$ cat src/rtl/axi4_lite_write_master_if.sv
// Core-side request port and AXI4-Lite write channels (AW, W, B) for axi4_lite_write_master.
// Modport master is the initiator's view; modport slave is the core/interconnect side.
interface axi4_lite_write_master_if #(
    parameter int unsigned ADDR_WIDTH = 32,
    parameter int unsigned DATA_WIDTH = 32
);
    // Core side
    logic                  wr_req;
    logic [ADDR_WIDTH-1:0] wr_addr;
    logic [DATA_WIDTH-1:0] wr_data;
    logic [3:0]            wr_strb;
    logic                  wr_ready;
    logic                  wr_done;
    logic [1:0]            wr_resp;
    logic                  wr_timeout;

    // AXI4-Lite write channels
    logic [ADDR_WIDTH-1:0] m_axi_awaddr;
    logic                  m_axi_awvalid;
    logic                  m_axi_awready;
    logic [DATA_WIDTH-1:0] m_axi_wdata;
    logic [3:0]            m_axi_wstrb;
    logic                  m_axi_wvalid;
    logic                  m_axi_wready;
    logic [1:0]            m_axi_bresp;
    logic                  m_axi_bvalid;
    logic                  m_axi_bready;

    modport master (
        input  wr_req, wr_addr, wr_data, wr_strb,
        output wr_ready, wr_done, wr_resp, wr_timeout,
        output m_axi_awaddr, m_axi_awvalid,
        input  m_axi_awready,
        output m_axi_wdata, m_axi_wstrb, m_axi_wvalid,
        input  m_axi_wready,
        input  m_axi_bresp, m_axi_bvalid,
        output m_axi_bready
    );

    modport slave (
        output wr_req, wr_addr, wr_data, wr_strb,
        input  wr_ready, wr_done, wr_resp, wr_timeout,
        input  m_axi_awaddr, m_axi_awvalid,
        output m_axi_awready,
        input  m_axi_wdata, m_axi_wstrb, m_axi_wvalid,
        output m_axi_wready,
        output m_axi_bresp, m_axi_bvalid,
        input  m_axi_bready
    );
endinterface

$ cat src/rtl/axi4_lite_write_master.sv
// AXI4-Lite single-beat write initiator: one transaction in flight, AW and W issued together.
// Optional watchdog abort enabled by defining AXI_WR_TIMEOUT_EN.
module axi4_lite_write_master #(
    parameter int unsigned ADDR_WIDTH     = 32,
    parameter int unsigned DATA_WIDTH     = 32,
    parameter int unsigned TIMEOUT_CYCLES = 256
) (
    input logic                       clk,
    input logic                       rst,
    axi4_lite_write_master_if.master  bus
);

    typedef enum logic [1:0] {StIdle, StXfer, StBresp} state_e;

    state_e                state_q, state_d;
    logic                  awvalid_q, awvalid_d;
    logic                  wvalid_q, wvalid_d;
    logic                  bready_q, bready_d;
    logic [ADDR_WIDTH-1:0] addr_q, addr_d;
    logic [DATA_WIDTH-1:0] data_q, data_d;
    logic [3:0]            strb_q, strb_d;
    logic                  wr_done_q, wr_done_d;
    logic [1:0]            wr_resp_q, wr_resp_d;
    logic                  wr_timeout_q, wr_timeout_d;

`ifdef AXI_WR_TIMEOUT_EN
    localparam int unsigned CntW = $clog2(TIMEOUT_CYCLES);
    // Abort is registered, so it must be decided one cycle before the count hits the limit.
    localparam logic [CntW-1:0] AbortCnt = CntW'(TIMEOUT_CYCLES - 2);

    logic [CntW-1:0] cnt_q, cnt_d;
`endif

    always_comb begin
        state_d      = state_q;
        awvalid_d    = awvalid_q;
        wvalid_d     = wvalid_q;
        bready_d     = bready_q;
        addr_d       = addr_q;
        data_d       = data_q;
        strb_d       = strb_q;
        wr_done_d    = 1'b0;
        wr_resp_d    = wr_resp_q;
        wr_timeout_d = 1'b0;

        case (state_q)
            StIdle: begin
                if (bus.wr_req) begin
                    addr_d    = bus.wr_addr;
                    data_d    = bus.wr_data;
                    strb_d    = bus.wr_strb;
                    awvalid_d = 1'b1;
                    wvalid_d  = 1'b1;
                    state_d   = StXfer;
                end
            end
            StXfer: begin
                // A channel whose valid is already low has completed its handshake.
                if (awvalid_q && bus.m_axi_awready) awvalid_d = 1'b0;
                if (wvalid_q && bus.m_axi_wready)   wvalid_d  = 1'b0;
                if (!awvalid_d && !wvalid_d) begin
                    bready_d = 1'b1;
                    state_d  = StBresp;
                end
            end
            StBresp: begin
                if (bus.m_axi_bvalid) begin
                    bready_d  = 1'b0;
                    wr_resp_d = bus.m_axi_bresp;
                    wr_done_d = 1'b1;
                    state_d   = StIdle;
                end
            end
            default: state_d = StIdle;
        endcase

`ifdef AXI_WR_TIMEOUT_EN
        cnt_d = (state_q == StIdle) ? '0 : cnt_q + CntW'(1);
        // A B handshake in the abort cycle completes normally.
        if (state_q != StIdle && cnt_q == AbortCnt &&
            !(state_q == StBresp && bus.m_axi_bvalid)) begin
            awvalid_d    = 1'b0;
            wvalid_d     = 1'b0;
            bready_d     = 1'b0;
            wr_done_d    = 1'b1;
            wr_resp_d    = 2'b10;
            wr_timeout_d = 1'b1;
            state_d      = StIdle;
        end
`endif
    end

    always_ff @(posedge clk or posedge rst) begin
        if (rst) begin
            state_q      <= StIdle;
            awvalid_q    <= 1'b0;
            wvalid_q     <= 1'b0;
            bready_q     <= 1'b0;
            addr_q       <= '0;
            data_q       <= '0;
            strb_q       <= '0;
            wr_done_q    <= 1'b0;
            wr_resp_q    <= 2'b00;
            wr_timeout_q <= 1'b0;
        end else begin
            state_q      <= state_d;
            awvalid_q    <= awvalid_d;
            wvalid_q     <= wvalid_d;
            bready_q     <= bready_d;
            addr_q       <= addr_d;
            data_q       <= data_d;
            strb_q       <= strb_d;
            wr_done_q    <= wr_done_d;
            wr_resp_q    <= wr_resp_d;
            wr_timeout_q <= wr_timeout_d;
        end
    end

`ifdef AXI_WR_TIMEOUT_EN
    always_ff @(posedge clk or posedge rst) begin
        if (rst) cnt_q <= '0;
        else     cnt_q <= cnt_d;
    end
`endif

    assign bus.wr_ready      = (state_q == StIdle);
    assign bus.wr_done       = wr_done_q;
    assign bus.wr_resp       = wr_resp_q;
    assign bus.wr_timeout    = wr_timeout_q;
    assign bus.m_axi_awaddr  = addr_q;
    assign bus.m_axi_awvalid = awvalid_q;
    assign bus.m_axi_wdata   = data_q;
    assign bus.m_axi_wstrb   = strb_q;
    assign bus.m_axi_wvalid  = wvalid_q;
    assign bus.m_axi_bready  = bready_q;

endmodule

$ cat src/flat_wrapper.sv
// flat-port wrapper written by rule: the top's interface ports become plain ports
module axi4_lite_write_master_flat 
#(
    parameter int unsigned ADDR_WIDTH     = 32,
    parameter int unsigned DATA_WIDTH     = 32,
    parameter int unsigned TIMEOUT_CYCLES = 256
)
  (clk, rst, bus_wr_req, bus_wr_addr, bus_wr_data, bus_wr_strb, bus_wr_ready, bus_wr_done, bus_wr_resp, bus_wr_timeout, bus_m_axi_awaddr, bus_m_axi_awvalid, bus_m_axi_awready, bus_m_axi_wdata, bus_m_axi_wstrb, bus_m_axi_wvalid, bus_m_axi_wready, bus_m_axi_bresp, bus_m_axi_bvalid, bus_m_axi_bready);
  axi4_lite_write_master_if #(.ADDR_WIDTH(ADDR_WIDTH), .DATA_WIDTH(DATA_WIDTH)) bus_i ();
  input logic clk;
  input logic rst;
  input wire logic [$bits(bus_i.wr_req)-1:0] bus_wr_req;
  input wire logic [$bits(bus_i.wr_addr)-1:0] bus_wr_addr;
  input wire logic [$bits(bus_i.wr_data)-1:0] bus_wr_data;
  input wire logic [$bits(bus_i.wr_strb)-1:0] bus_wr_strb;
  output wire logic [$bits(bus_i.wr_ready)-1:0] bus_wr_ready;
  output wire logic [$bits(bus_i.wr_done)-1:0] bus_wr_done;
  output wire logic [$bits(bus_i.wr_resp)-1:0] bus_wr_resp;
  output wire logic [$bits(bus_i.wr_timeout)-1:0] bus_wr_timeout;
  output wire logic [$bits(bus_i.m_axi_awaddr)-1:0] bus_m_axi_awaddr;
  output wire logic [$bits(bus_i.m_axi_awvalid)-1:0] bus_m_axi_awvalid;
  input wire logic [$bits(bus_i.m_axi_awready)-1:0] bus_m_axi_awready;
  output wire logic [$bits(bus_i.m_axi_wdata)-1:0] bus_m_axi_wdata;
  output wire logic [$bits(bus_i.m_axi_wstrb)-1:0] bus_m_axi_wstrb;
  output wire logic [$bits(bus_i.m_axi_wvalid)-1:0] bus_m_axi_wvalid;
  input wire logic [$bits(bus_i.m_axi_wready)-1:0] bus_m_axi_wready;
  input wire logic [$bits(bus_i.m_axi_bresp)-1:0] bus_m_axi_bresp;
  input wire logic [$bits(bus_i.m_axi_bvalid)-1:0] bus_m_axi_bvalid;
  output wire logic [$bits(bus_i.m_axi_bready)-1:0] bus_m_axi_bready;
  assign bus_i.wr_req = bus_wr_req;
  assign bus_i.wr_addr = bus_wr_addr;
  assign bus_i.wr_data = bus_wr_data;
  assign bus_i.wr_strb = bus_wr_strb;
  assign bus_wr_ready = bus_i.wr_ready;
  assign bus_wr_done = bus_i.wr_done;
  assign bus_wr_resp = bus_i.wr_resp;
  assign bus_wr_timeout = bus_i.wr_timeout;
  assign bus_m_axi_awaddr = bus_i.m_axi_awaddr;
  assign bus_m_axi_awvalid = bus_i.m_axi_awvalid;
  assign bus_i.m_axi_awready = bus_m_axi_awready;
  assign bus_m_axi_wdata = bus_i.m_axi_wdata;
  assign bus_m_axi_wstrb = bus_i.m_axi_wstrb;
  assign bus_m_axi_wvalid = bus_i.m_axi_wvalid;
  assign bus_i.m_axi_wready = bus_m_axi_wready;
  assign bus_i.m_axi_bresp = bus_m_axi_bresp;
  assign bus_i.m_axi_bvalid = bus_m_axi_bvalid;
  assign bus_m_axi_bready = bus_i.m_axi_bready;
  axi4_lite_write_master #(.ADDR_WIDTH(ADDR_WIDTH), .DATA_WIDTH(DATA_WIDTH), .TIMEOUT_CYCLES(TIMEOUT_CYCLES)) u_core (.clk(clk), .rst(rst), .bus(bus_i));
endmodule
$ cat config.mk
export PLATFORM = sky130hd
export DESIGN_NAME = axi4_lite_write_master_flat
export DESIGN_NICKNAME = d
export VERILOG_FILES = /design/src/rtl/axi4_lite_write_master_if.sv /design/src/rtl/axi4_lite_write_master.sv /design/src/flat_wrapper.sv
export SDC_FILE = /design/constraint.sdc
export NUM_CORES = 1
export LEC_CHECK = 0
export ABC_AREA = 0
export CAP_MARGIN = 20
export CORE_MARGIN = 4
export CORE_UTILIZATION = 30
export CTS_CLUSTER_DIAMETER = 100
export CTS_CLUSTER_SIZE = 16
export DETAILED_ROUTE_END_ITERATION = 6
export DONT_BUFFER_PORTS = 1
export GPL_ROUTABILITY_DRIVEN = 0
export PLACE_DENSITY = 0.41
export SYNTH_ARGS = -nofsm -noshare
export SYNTH_HDL_FRONTEND = slang
export SYNTH_SLANG_ARGS = --single-unit
$ cat constraint.sdc
create_clock -name clk -period 2.7 [get_ports clk]
set_input_delay 0.27 -clock clk [delete_from_list [all_inputs] [get_ports clk]]
set_output_delay 0.27 -clock clk [all_outputs]
set_load 0.05 [all_outputs]
Word level (Yosys, flattened, before mapping) --
Cells that the tools add are included.
Word-level totals: output and inout bits 76, input bits 76, logic and storage cells 43, register bits 76
Operators by class: mux-type cells 16, reductions and logical operators 13, equality and inequality tests 5
Operators with widths (number):
- 1-bit 2-to-1 mux | 9
- 2-bit 2-to-1 mux | 3
- 1-bit one-hot mux with 2 select lines | 3
- 2-bit one-hot mux with 3 select lines | 1
- 2-bit AND reduction | 3
- 3-bit AND reduction | 2
- 2-bit != test (second input constant) | 2
- 2-bit nonzero test | 2
- 1-bit logical AND | 3
- 2-bit by 1-bit == test with 1-bit output (second input constant) | 1
- 2-bit == test (second input constant) | 1
- 1-bit zero test | 2
- 2-bit zero test | 1
- 2-bit by 1-bit != test with 1-bit output (second input constant) | 1

Longest topological paths before layout --
Gate-level depths: netlist of the first run.
depth after elaboration 7, mapped depth 7, depth with buffers taken out 3

Least setup slack after synthesis of the first run --
No wires, ideal clock.
path kind register to register, from reg u_core.state_q[1], to reg u_core.addr_q[10] (netlist: u_core.bus.m_axi_awaddr[10]), buffers on the path 4, data required time 2.575 ns, setup time 0.125 ns, cell stages (with the launch flop) 8, period minus slack after synthesis 1.953 ns, data arrival time 1.828 ns, slack 0.747 ns, cells stage by stage dfrtp_1 -> clkbuf_2 -> nor2_2 -> and2_4 -> buf_6 -> buf_8 -> buf_12 -> mux2_4
Between the ends: cells in the longest elaborated chain, start to end 2
RTL lines:
- start, declared | line axi4_lite_write_master.sv:15 | state_e state_q, state_d;
- start signal, assigned | line axi4_lite_write_master.sv:95 | state_q <= StIdle;
- start signal, assigned | line axi4_lite_write_master.sv:106 | state_q <= state_d;
- 2-bit zero test
- named net bus_wr_ready | line flat_wrapper.sv:16 | output wire logic [$bits(bus_i.wr_ready)-1:0] bus_wr_ready;
- 2-bit AND reduction (no source line)
- end signal, assigned | line axi4_lite_write_master.sv:110 | addr_q <= addr_d;
- end, declared | line axi4_lite_write_master.sv:19 | logic [ADDR_WIDTH-1:0] addr_q, addr_d;
The timed path passes the listed nets, and every way through them passes these cells. A chain may end at the register's enable or synchronous reset.

Worst setup path after layout of the first run --
from reg u_core.state_q[0], to reg u_core.data_q[23] (netlist: u_core.bus.m_axi_wdata[23])
Between the ends: cells in the longest elaborated chain, start to end 2
RTL lines:
- 2-bit zero test | line axi4_lite_write_master.sv:46 | case (state_q)
- 2-bit AND reduction (no source line)
- end signal, assigned | line axi4_lite_write_master.sv:111 | data_q <= data_d;
- end, declared | line axi4_lite_write_master.sv:20 | logic [DATA_WIDTH-1:0] data_q, data_d;
Every way passes these cells.

==> impl_metrics.py, run 1 <==
metrics = {
    "global_routing": {
        "grt_pass1_vias": 1686,
        "grt_usage_pct": 10.2,
        "grt_pass1_wl_mm": 9.09,
        "grt_overflow": 0,
        "antenna_found_initial": 0,
        "grt_max_degree": 69,
    },
    "drt": {
        "dr.first_iter.drc_count": 53,
        "drc": 0,
        "drtAntennaViolNets": 0,
        "routed_wl_mm": 6.07,
        "via_per_inst": 4.54,
        "wl_per_cell_um": 18.8,
        "via_count": 1465,
        "dr.pass1.iters": 2,
    },
    "synthesis": {
        "syn_inst": 180,
        "yosys_warnings": 0,
        "synthesis.area_sq_um": 2990,
        "synth_nets": 256,
        "synth_cell_types": 22,
        "synth-seq-area-share_pct": 63.6,
        "synth-seq-cells": 76,
        "avgSynthCellArea_sq_um": 16.6,
    },
    "clocking": {
        "path_clk_slew_ns": 0.08,
        "clkLatencyLatePin_ns": 0.33,
        "cts_tree": "built",
        "cts_buffer_depth": 2,
        "clock_sinks": 76,
        "htree_levels": 3,
        "numCtsBuffers": 9,
        "cts-root-buf": "clkbuf_8",
        "ctsResizeCount": 0,
    },
    "timing": {
        "final.setup.tns_ns": 0,
        "slew_viol_final": 0,
        "skew_ns": 0.0101,
        "clock.fmax_ghz": 0.528,
        "fin_crit_ns": 1.90,
        "relSlewSlack_pct": 48.7,
        "grt_setup_unrepaired": "false",
        "fin_crit_sh_pct": 70.2,
        "worst_pin_slew_ns": 0.768,
        "hold_viol_final": 0,
        "setup_viol": 0,
    },
    "setup_path": {
        "crit_type": "reg2reg",
        "startpoint_type": "register",
        "worstPathMaxFanout": 68,
        "crit_arrival_ns": 2.11,
        "crit_required_ns": 2.91,
        "cp-end-kind": "register",
    },
    "status": {
        "outcome": "finished, final reports clean",
    },
    "place": {
        "dp_hpwl_mm": 4.38,
        "port_buffers": 0,
    },
    "layout": {
        "layout.nets": 261,
        "n_antenna_cell": 0,
        "area_growth_pct": 12.6,
        "layout_common_cells": "dfrtp_1 (76), mux2_2 (50), mux2_4 (20)",
        "final_common_cell": "dfrtp_1",
        "layout-drive-gt1-share_pct": 47.9,
    },
    "die": {
        "die_y_um": 108,
        "start_util_pct": 30.7,
        "die_x_um": 108,
        "num_rows": 36,
        "design.portCount": 152,
        "dieArea_sq_um": 11600,
        "core_area_sq_um": 9730,
    },
    "flow_run": {
        "maxCapViolCount": 0,
    },
    "min_path": {
        "worstHoldPathType": "in2reg",
    },
}
## Yosys cell counts
master | instances | area (sq um)
nand3b_1 | 1 | 7.51
dfrtp_1 | 76 | 1900
buf_2 | 4 | 20.0
clkbuf_2 | 1 | 5.00
a311oi_1 | 1 | 8.76
buf_8 | 1 | 15.0
nand2_1 | 1 | 3.75
o22ai_1 | 1 | 6.26
nor2b_1 | 1 | 6.26
nand3_1 | 1 | 5.00
and2_4 | 1 | 8.76
mux2_4 | 20 | 300
buf_4 | 1 | 7.51
inv_1 | 4 | 15.0
buf_12 | 2 | 40.0
nand2b_1 | 3 | 18.8
nor2_1 | 3 | 11.3
buf_6 | 1 | 11.3
conb_1 | 1 | 3.75
nor2_2 | 1 | 6.26
o21ai_0 | 5 | 25.0
mux2_2 | 50 | 563
## cell type report
| cell class | count | area, sq um |
|---|---|---|
| fillers | 956 | 6360 |
| flip-flops and latches | 76 | 1900 |
| multi-input cells | 90 | 975 |
| well taps | 133 | 166 |
| clock buffers | 12 | 155 |
| clock inverters | 4 | 95.1 |
| repair buffers | 4 | 57.6 |
| inverters | 4 | 15.0 |
## cells by family after synthesis
kind of cell / Yosys count / share of synthesized area (%)
multiplexers: 70 / 28.9
flip-flops: 76 / 63.6
AND/OR/NAND/NOR: 12 / 2.26
buffers and inverters: 14 / 3.81
AO/OA/AOI/OAI: 7 / 1.34
other: 1 / 0.125
## per-layer routing
| metal | track usage (%) | wire length [um] | up-vias |
|---|---|---|---|
| li1 | - | - | 632 |
| met1 | 11.4 | 2250 | 736 |
| met2 | 16.4 | 3040 | 88 |
| met3 | 4.92 | 678 | 9 |
| met4 | 5.14 | 101 | 0 |
| met5 | 0 | 0 | - |
## state kept, by name, summed over array words and instances, names as in the netlist
signal,cells
u_core.bus.m_axi_wdata,32
u_core.state_q,2
u_core.bus.m_axi_awaddr,32
u_core.bus.wr_resp,2
u_core.bus.m_axi_wvalid,1
u_core.bus.m_axi_awvalid,1
u_core.bus.m_axi_bready,1
u_core.bus.wr_done,1
u_core.bus.m_axi_wstrb,4
## through the flow
stage                     setup slack (ns)  hold WS [ns]  instance area [sq um]  cells  utilization, %
after floorplan                      0.492         0.379                   2990    180               -
after global placement               0.924         0.314                   3110    306            31.9
after detailed placement             0.851         0.334                   3110    306            31.9
after CTS                            0.821       0.00594                   3370    323            34.6
after global routing                 0.731       0.00872                   3370    323            34.6
final                                0.805        0.0375                   3370    323            34.6
## timing repair
item | in CTS | in global routing
endpoints found under the hold margin | 35 | 0
setup buffers | 0 | 0
hold buffers | 1 | 0
## final timing paths
check / from / end / slack (ns) / cells past startpoint
max reg2reg: u_core.state_q[0] / u_core.bus.m_axi_wdata[23] / 0.80 / 5
min reg2reg: u_core.state_q[1] / u_core.state_q[0] / 0.63 / 1
max: u_core.state_q[0] / u_core.bus.m_axi_wdata[23] / 0.80 / 5
min: bus_m_axi_bvalid / u_core.state_q[1] / 0.04 / 1
max in group asynchronous: rst / u_core.bus.wr_resp[0] / 1.47 / 3
min in group asynchronous: rst / u_core.bus.m_axi_wvalid / 0.54 / 2
## critical path, stage by stage, from the launching register on
cell	delay [ns]
dfrtp_1	0.46
nor2_2	0.13
buf_4	0.21
and2_4	0.18
buf_12	0.29
mux2_2	0.39
Power of run 1 is not shown: default switching activity piles up to over one toggle a cycle in this logic, so the estimate is an artifact.
==> run 2, diff against run 1 <==
--- a/config.mk
+++ b/config.mk
@@ -14,7 +14,7 @@
 export DETAILED_ROUTE_END_ITERATION = 6
 export DONT_BUFFER_PORTS = 1
 export GPL_ROUTABILITY_DRIVEN = 0
-export PLACE_DENSITY = 0.41
+export PLACE_DENSITY = 0.42
 export SYNTH_ARGS = -nofsm -noshare
 export SYNTH_HDL_FRONTEND = slang
 export SYNTH_SLANG_ARGS = --single-unit
==> constraint.sdc (replaced) <==
create_clock -name clk -period 1.7 [get_ports clk]
set_input_delay 0.17 -clock clk [delete_from_list [all_inputs] [get_ports clk]]
set_output_delay 0.17 -clock clk [all_outputs]
set_load 0.05 [all_outputs]
==> impl_metrics.py, run 2 (same netlist as run 1, synthesis figures left out) <==
metrics = {
    "setup_path": {
        "rr_worst_depth": 4,
        "rr_startpoint": "u_core.state_q[1]",
        "startpoint_type": "register",
        "worstPathMaxFanout": 35,
        "crit_required_ns": 1.91,
        "crit_type": "reg2reg",
        "r2r_end": "u_core.bus.m_axi_wstrb[1]",
        "ff2ff_setup_slack_ns": 0.14,
        "crit_arrival_ns": 1.77,
        "cp-end-kind": "register",
    },
    "drt": {
        "via_count": 1753,
        "routed_wl_mm": 6.81,
        "drtAntennaViolNets": 0,
        "via_per_inst": 4.43,
        "drc": 0,
        "wl_per_cell_um": 17.2,
        "dr.first_iter.drc_count": 89,
        "dr.pass1.iters": 4,
    },
    "die": {
        "core_area_sq_um": 9730,
        "start_util_pct": 30.7,
        "die_y_um": 108,
        "dieArea_sq_um": 11600,
        "die_x_um": 108,
        "num_rows": 36,
        "design.portCount": 152,
    },
    "timing": {
        "grt_setup_unrepaired": "false",
        "worst_pin_slew_ns": 0.695,
        "relSlewSlack_pct": 53.6,
        "final.setup.tns_ns": 0,
        "slew_viol_final": 0,
        "fin_crit_ns": 1.56,
        "skew_ns": 0.00843,
        "hold_viol_final": 0,
        "clock.fmax_ghz": 0.642,
        "setup_viol": 0,
        "fin_crit_sh_pct": 91.7,
    },
    "min_path": {
        "worstHoldEndpoint": "u_core.state_q[0]",
        "worstHoldPathType": "in2reg",
        "hold_depth": 2,
        "hold_path_startpoint": "bus_wr_req",
    },
    "clocking": {
        "cts_tree": "built",
        "clock_sinks": 76,
        "cts-root-buf": "clkbuf_8",
        "numCtsBuffers": 9,
        "cts_setup_buffers": 0,
        "htree_levels": 3,
        "cts_buffer_depth": 2,
        "path_clk_slew_ns": 0.07,
        "clkLatencyLatePin_ns": 0.34,
    },
    "global_routing": {
        "grt_use_met2_pct": 20.3,
        "grt_util_met1_pct": 12.4,
        "busiest_layer": "met2",
        "grt_pass1_vias": 2026,
        "grt_use_met3_pct": 6.12,
        "antenna_found_initial": 0,
        "grt_max_degree": 47,
        "grt_usage_pct": 11.9,
        "grt_pass1_wl_mm": 10.6,
        "grt_overflow": 0,
    },
    "place": {
        "port_buffers": 0,
        "dp_hpwl_mm": 4.46,
        "dpl_cell_area_sq_um": 3140,
    },
    "layout": {
        "layout_common_cells": "dfrtp_1 (76), dlygate4sd3_1 (72), mux2_2 (50)",
        "area_growth_pct": 35.6,
        "final_common_cell": "dfrtp_1",
        "layout-drive-gt1-share_pct": 35.0,
        "nFillCells": 903,
        "layout.nets": 334,
        "multi_input_area_sq_um": 980,
        "seqCellArea_sq_um": 1900,
        "n_antenna_cell": 0,
        "stdcell_area_sq_um": 4050,
    },
    "flow_run": {
        "maxCapViolCount": 0,
    },
    "status": {
        "outcome": "finished, final reports clean",
    },
}
[run 2: changes by cell type in the layout (fill, tap and decap cells not counted), sizes merged]
| cell | previous run | this run |
|---|---|---|
| buf | 3 | 5 |
| clkinvlp | 0 | 2 |
| dlygate4sd3 | 1 | 72 |
| bufinv | 3 | 1 |
| clkbuf | 12 | 11 |
| clkinv | 1 | 2 |
[run 2: cell type report]
type / instances / area share, %
timing repair buffer: 77 / 19.6
inverter: 4 / 0.463
sequential: 76 / 46.9
clock buffer: 11 / 3.24
multi-input combinational: 90 / 24.2
tap: 133 / 4.10
clock inverter: 5 / 1.48
[run 2: per-stage QoR]
stage | hold slack [ns] | std cells | setup slack, ns | utilization (%)
after floorplan | 0.279 | 180 | -0.0511 | -
after global placement | 0.167 | 308 | 0.239 | 32.3
after detailed placement | 0.184 | 308 | 0.156 | 32.3
after CTS | 0.00742 | 396 | 0.151 | 41.7
after global routing | 0.0378 | 396 | 0.106 | 41.7
final | 0.0330 | 396 | 0.142 | 41.7
[run 2: worst max-delay path, stage by stage, from the launching register on]
cell     delay [ns]
dfrtp_1        0.49
nor2_4         0.14
and2_4         0.18
buf_12         0.22
mux2_2         0.37
[run 2: worst max-delay path by stage]
stage	start	endpoint	depth (start not counted)
6_report	u_core.state_q[1]	u_core.bus.m_axi_wstrb[1]	4
5_1_grt	u_core.state_q[1]	u_core.bus.m_axi_wstrb[1]	4
4_1_cts	u_core.state_q[1]	u_core.bus.m_axi_wstrb[1]	4
3_5_place_dp	u_core.state_q[1]	u_core.bus.m_axi_wdata[14]	4
3_3_place_gp	u_core.state_q[0]	u_core.bus.m_axi_wdata[10]	4
2_1_floorplan	u_core.state_q[1]	u_core.bus.m_axi_awaddr[10]	7
[run 2: timing repair]
action                                 4_1_cts  5_1_grt
endpoints found under the hold margin      101        0
gates resized for setup                      0        0
hold buffers                                72        0
[run 2: routing by layer]
metal  vias to the layer above  share of wire, %
met1                       863                35
met2                       100                52
met3                        15                11
li1                        775                 -
met4                         0               1.8
met5                         -                 0
Power of run 2 is left out for the same reason.
==> RTL edit 1: new RTL, config.mk and constraints of run 1 <==
The option `AXI_WR_TIMEOUT_EN` is turned on by a define.
--- a/src/rtl/axi4_lite_write_master.sv
+++ b/src/rtl/axi4_lite_write_master.sv
@@ -1,5 +1,7 @@
 // AXI4-Lite single-beat write initiator: one transaction in flight, AW and W issued together.
 // Optional watchdog abort enabled by defining AXI_WR_TIMEOUT_EN.
+`define AXI_WR_TIMEOUT_EN
+
 module axi4_lite_write_master #(
     parameter int unsigned ADDR_WIDTH     = 32,
     parameter int unsigned DATA_WIDTH     = 32,
Function: same outputs for any inputs over 10 cycles, from zero or initial values and one cycle with rst high; that may be too few to reach the edited logic, so the function may still have changed.
==> RTL edit 1 against run 1 <==
  * Synthesized area up 13%
  * Cell area up 15%
  * Setup slack better by 0.052 ns
  * Synthesized cell count up 23%
  * Die area up 12%
  * Sequential share of layout area down 1.5 points
  * Wire length up 12%
  * Sequential cell count up 9
Power is not shown: default switching activity piles up to over one toggle a cycle in this logic, so the estimate is an artifact.
==> RTL edit 1: results <==
group,metric,value,unit
run_status,outcome,"finished clean",
logic_synthesis,seq_area_frac_synth,63.06,%
logic_synthesis,synth_fp_nets,300,
route,wl_per_cell,18.27,µm
place,dpl_cell_area,3531,µm²
sta,fin_skew,0.008677,ns
place,hpwl,4.748,mm
place,dp.cells,356,
global_routing,grt_pass1_vias,1926,
route,via_count,1763,
logic_synthesis,syn_inst,222,
global_routing,grt_first_pass_wirelength,10.54,mm
logic_synthesis,muxShareOfSynthArea,24.93,%
global_routing,grtUsageTotal,10.55,%
logic_synthesis,yosys.area_share.adder,0.7418,%
critical_path,critical_path.top_delay_family,"simple AND/OR/NAND/NOR gates",
hold_path,whs_path_depth,2,
hold_path,min_to,"u_core.state_q[0]",
route,firstDrtPassIters,4,
place,place_ws,0.8436,ns
finish,layout.nets,306,
critical_path,crit_end,"u_core.bus.m_axi_wdata[4]",
finish,drive_above_1_share,37.50,%
logic_synthesis,synth-compound-area-share,3.264,%
logic_synthesis,synth_xor_area_share,0.7789,%
logic_synthesis,yosys-top-cells-count,"85 x dfrtp_1, 48 x mux2_2, 20 x mux2_4",
RTL edit 1: layout make-up:
| cell class | count | area, µm² |
|---|---|---|
| fillers | 1082 | 7066 |
| flip-flops and latches | 85 | 2127 |
| multi-input cells | 121 | 1154 |
| clock buffers | 10 | 229.0 |
| well taps | 140 | 175.2 |
| clock inverters | 5 | 100.1 |
| repair buffers | 4 | 57.56 |
| inverters | 7 | 27.53 |
RTL edit 1: metal layers:
metal | GRT usage (%) | routed length, µm | share of wire, % | vias to the layer above
met5 | 0 | 0 | 0 | -
met4 | 4.355 | 128 | 1.9 | 0
met3 | 6.154 | 1001 | 15 | 11
met2 | 15.77 | 2988 | 44 | 110
met1 | 12.39 | 2678 | 39 | 859
li1 | - | - | - | 783
RTL edit 1: what timing repair did:
action | 4_1_cts | 5_1_grt
gates resized for setup | 0 | 0
endpoints found under the hold margin | 37 | 0
hold buffers | 1 | 0
==> RTL edit 2: new RTL, settings of run 1 <==
Made on the original files. The 3 states of `state_e` get a one-hot encoding in 3 bits.
--- a/src/rtl/axi4_lite_write_master.sv
+++ b/src/rtl/axi4_lite_write_master.sv
@@ -10,7 +10,7 @@
     axi4_lite_write_master_if.master  bus
 );
 
-    typedef enum logic [1:0] {StIdle, StXfer, StBresp} state_e;
+    typedef enum logic [2:0] {StIdle = 3'b001, StXfer = 3'b010, StBresp = 3'b100} state_e;
 
     state_e                state_q, state_d;
     logic                  awvalid_q, awvalid_d;
Function: same outputs for any inputs over 10 cycles, from zero or initial values and one cycle with rst high; not proved beyond that.
==> RTL edit 2 against run 1 <==
  * Synthesized area grew 10%
  * Cell area grew 7.6%
  * Setup slack lost 0.058 ns
  * Largest cell class unchanged
  * Clock skew grew 0.0033 ns
  * Wire length grew 13%
  * Critical path depth shrank 1
  * Critical path type unchanged
  * Sequential cell count grew 1
Power is left out: the tool's default activity adds up to more than one toggle a clock period on the data nets, which glitch-free logic cannot reach.
==> RTL edit 2: results <==
group,metric,value,unit
route,wirelength,6.846,mm
global_routing,grt_use_met3,5.615,%
global_routing,grtUsageTotal,10.67,%
global_routing,grt_first_pass_wirelength,10.46,mm
global_routing,grtUsageMet2,17.89,%
critical_path,max_stage_delay,0.50,ns
logic_synthesis,synthArstFlopShare,100.0,%
hold_path,hold_class,"primary input to flop",
logic_synthesis,yosys-top-cells-count,"76 x dfrtp_1, 68 x mux2_4, 8 x buf_12",
clocking,cts_resized,0,
sta,fin_skew,0.01345,ns
global_routing,grtUsageMet1,11.43,%
logic_synthesis,synthFlopType,"dfrtp_1",
global_routing,grt_pass1_vias,1800,
finish,drive_above_1_share,51.03,%
clocking,cts_buffer_depth,2,
critical_path,path_max_fanout,23,
place,dp.cells,318,
route,vias_per_cell,4.539,
logic_synthesis,syn_inst,181,
route,firstDrtPassIters,4,
logic_synthesis,synth_fp_nets,257,
clocking,post_cts_buffers,0,
global_routing,grt_max_degree,30,
place,hpwl,5.121,mm
route,drt_iter0_markers,69,
clocking,insertion_delay,0.33,ns
critical_path,arrival,2.17,ns
logic_synthesis,seq_area_frac_synth,58.50,%
logic_synthesis,ys_types,21,
critical_path,crit_slowest_cell,"and2_4",
finish,insertedDiodeCount,0,
route,final_antenna_net_count,0,
critical_path,critical_path.top_delay_family,"simple AND/OR/NAND/NOR gates",
global_routing,grt_antenna_before_repair,0,
logic_synthesis,yosysWarnings,0,
clocking,cts_buffers,9,
clocking,hold_buffers,1,
clocking,cts_root_buffer,"clkbuf_8",
sta,max_slew_margin,61.30,%
finish,layout.nets,266,
run_status,outcome,"finished clean",
finish,finalNonFillerCells,334,
logic_synthesis,synth_area_leaders,"dfrtp_1 58%, mux2_4 31%, buf_12 4.9%",
clocking,clk_pin_slew,0.08,ns
-- RTL edit 2: cell families (layout without fill, tap and decap cells) --
logic type	count (synthesis)	after routing	share of synthesized area, %
muxes	70	70	31.66
AOI/OAI and AO/OA	8	8	1.822
other	1	1	0.1138
and+or+nand+nor	11	11	2.240
DFF	77	77	58.50
buffers and inverters	14	27	5.657
-- RTL edit 2: worst paths after layout --
path,startpoint,to,slack [ns],depth (start not counted)
setup / recovery,u_core.state_q[1],u_core.bus.m_axi_wdata[25],0.75,4
hold / removal,bus_m_axi_bvalid,u_core.state_q[2],0.04,1
setup reg to reg,u_core.state_q[1],u_core.bus.m_axi_wdata[25],0.75,4
hold reg to reg,u_core.state_q[0],u_core.bus.m_axi_wvalid,0.63,2
max in group asynchronous,rst,u_core.state_q[0],1.57,3
min in group asynchronous,rst,u_core.bus.m_axi_wstrb[1],0.39,2
-- RTL edit 2: metal layers --
| metal | vias up | wire length, µm |
|---|---|---|
| met1 | 775 | 2459 |
| li1 | 641 | - |
| met3 | 7 | 767 |
| met4 | 0 | 89 |
| met5 | - | 0 |
| met2 | 93 | 3530 |
-- RTL edit 2: per-stage QoR --
stage	hold slack [ns]	util (%)	cell area, µm²	setup slack, ns
2_1_floorplan	0.3792	-	3296	0.4650
6_report	0.03823	33.56	3622	0.7472
3_5_place_dp	0.1891	31.31	3379	0.7521
3_3_place_gp	0.1789	31.31	3379	0.8610
5_1_grt	0.01162	33.56	3622	0.6740
4_1_cts	0.01901	33.56	3622	0.7408
-- RTL edit 2: area by class of cell --
type                    instances  area, µm²
clock buffers                  12      165.2
clock inverters                 3      67.56
fillers                      1037       7171
inverters                       5      20.02
multi-input cells              90       1186
flip-flops and latches         77       1928
well taps                     140      175.2
repair buffers                  7      80.08
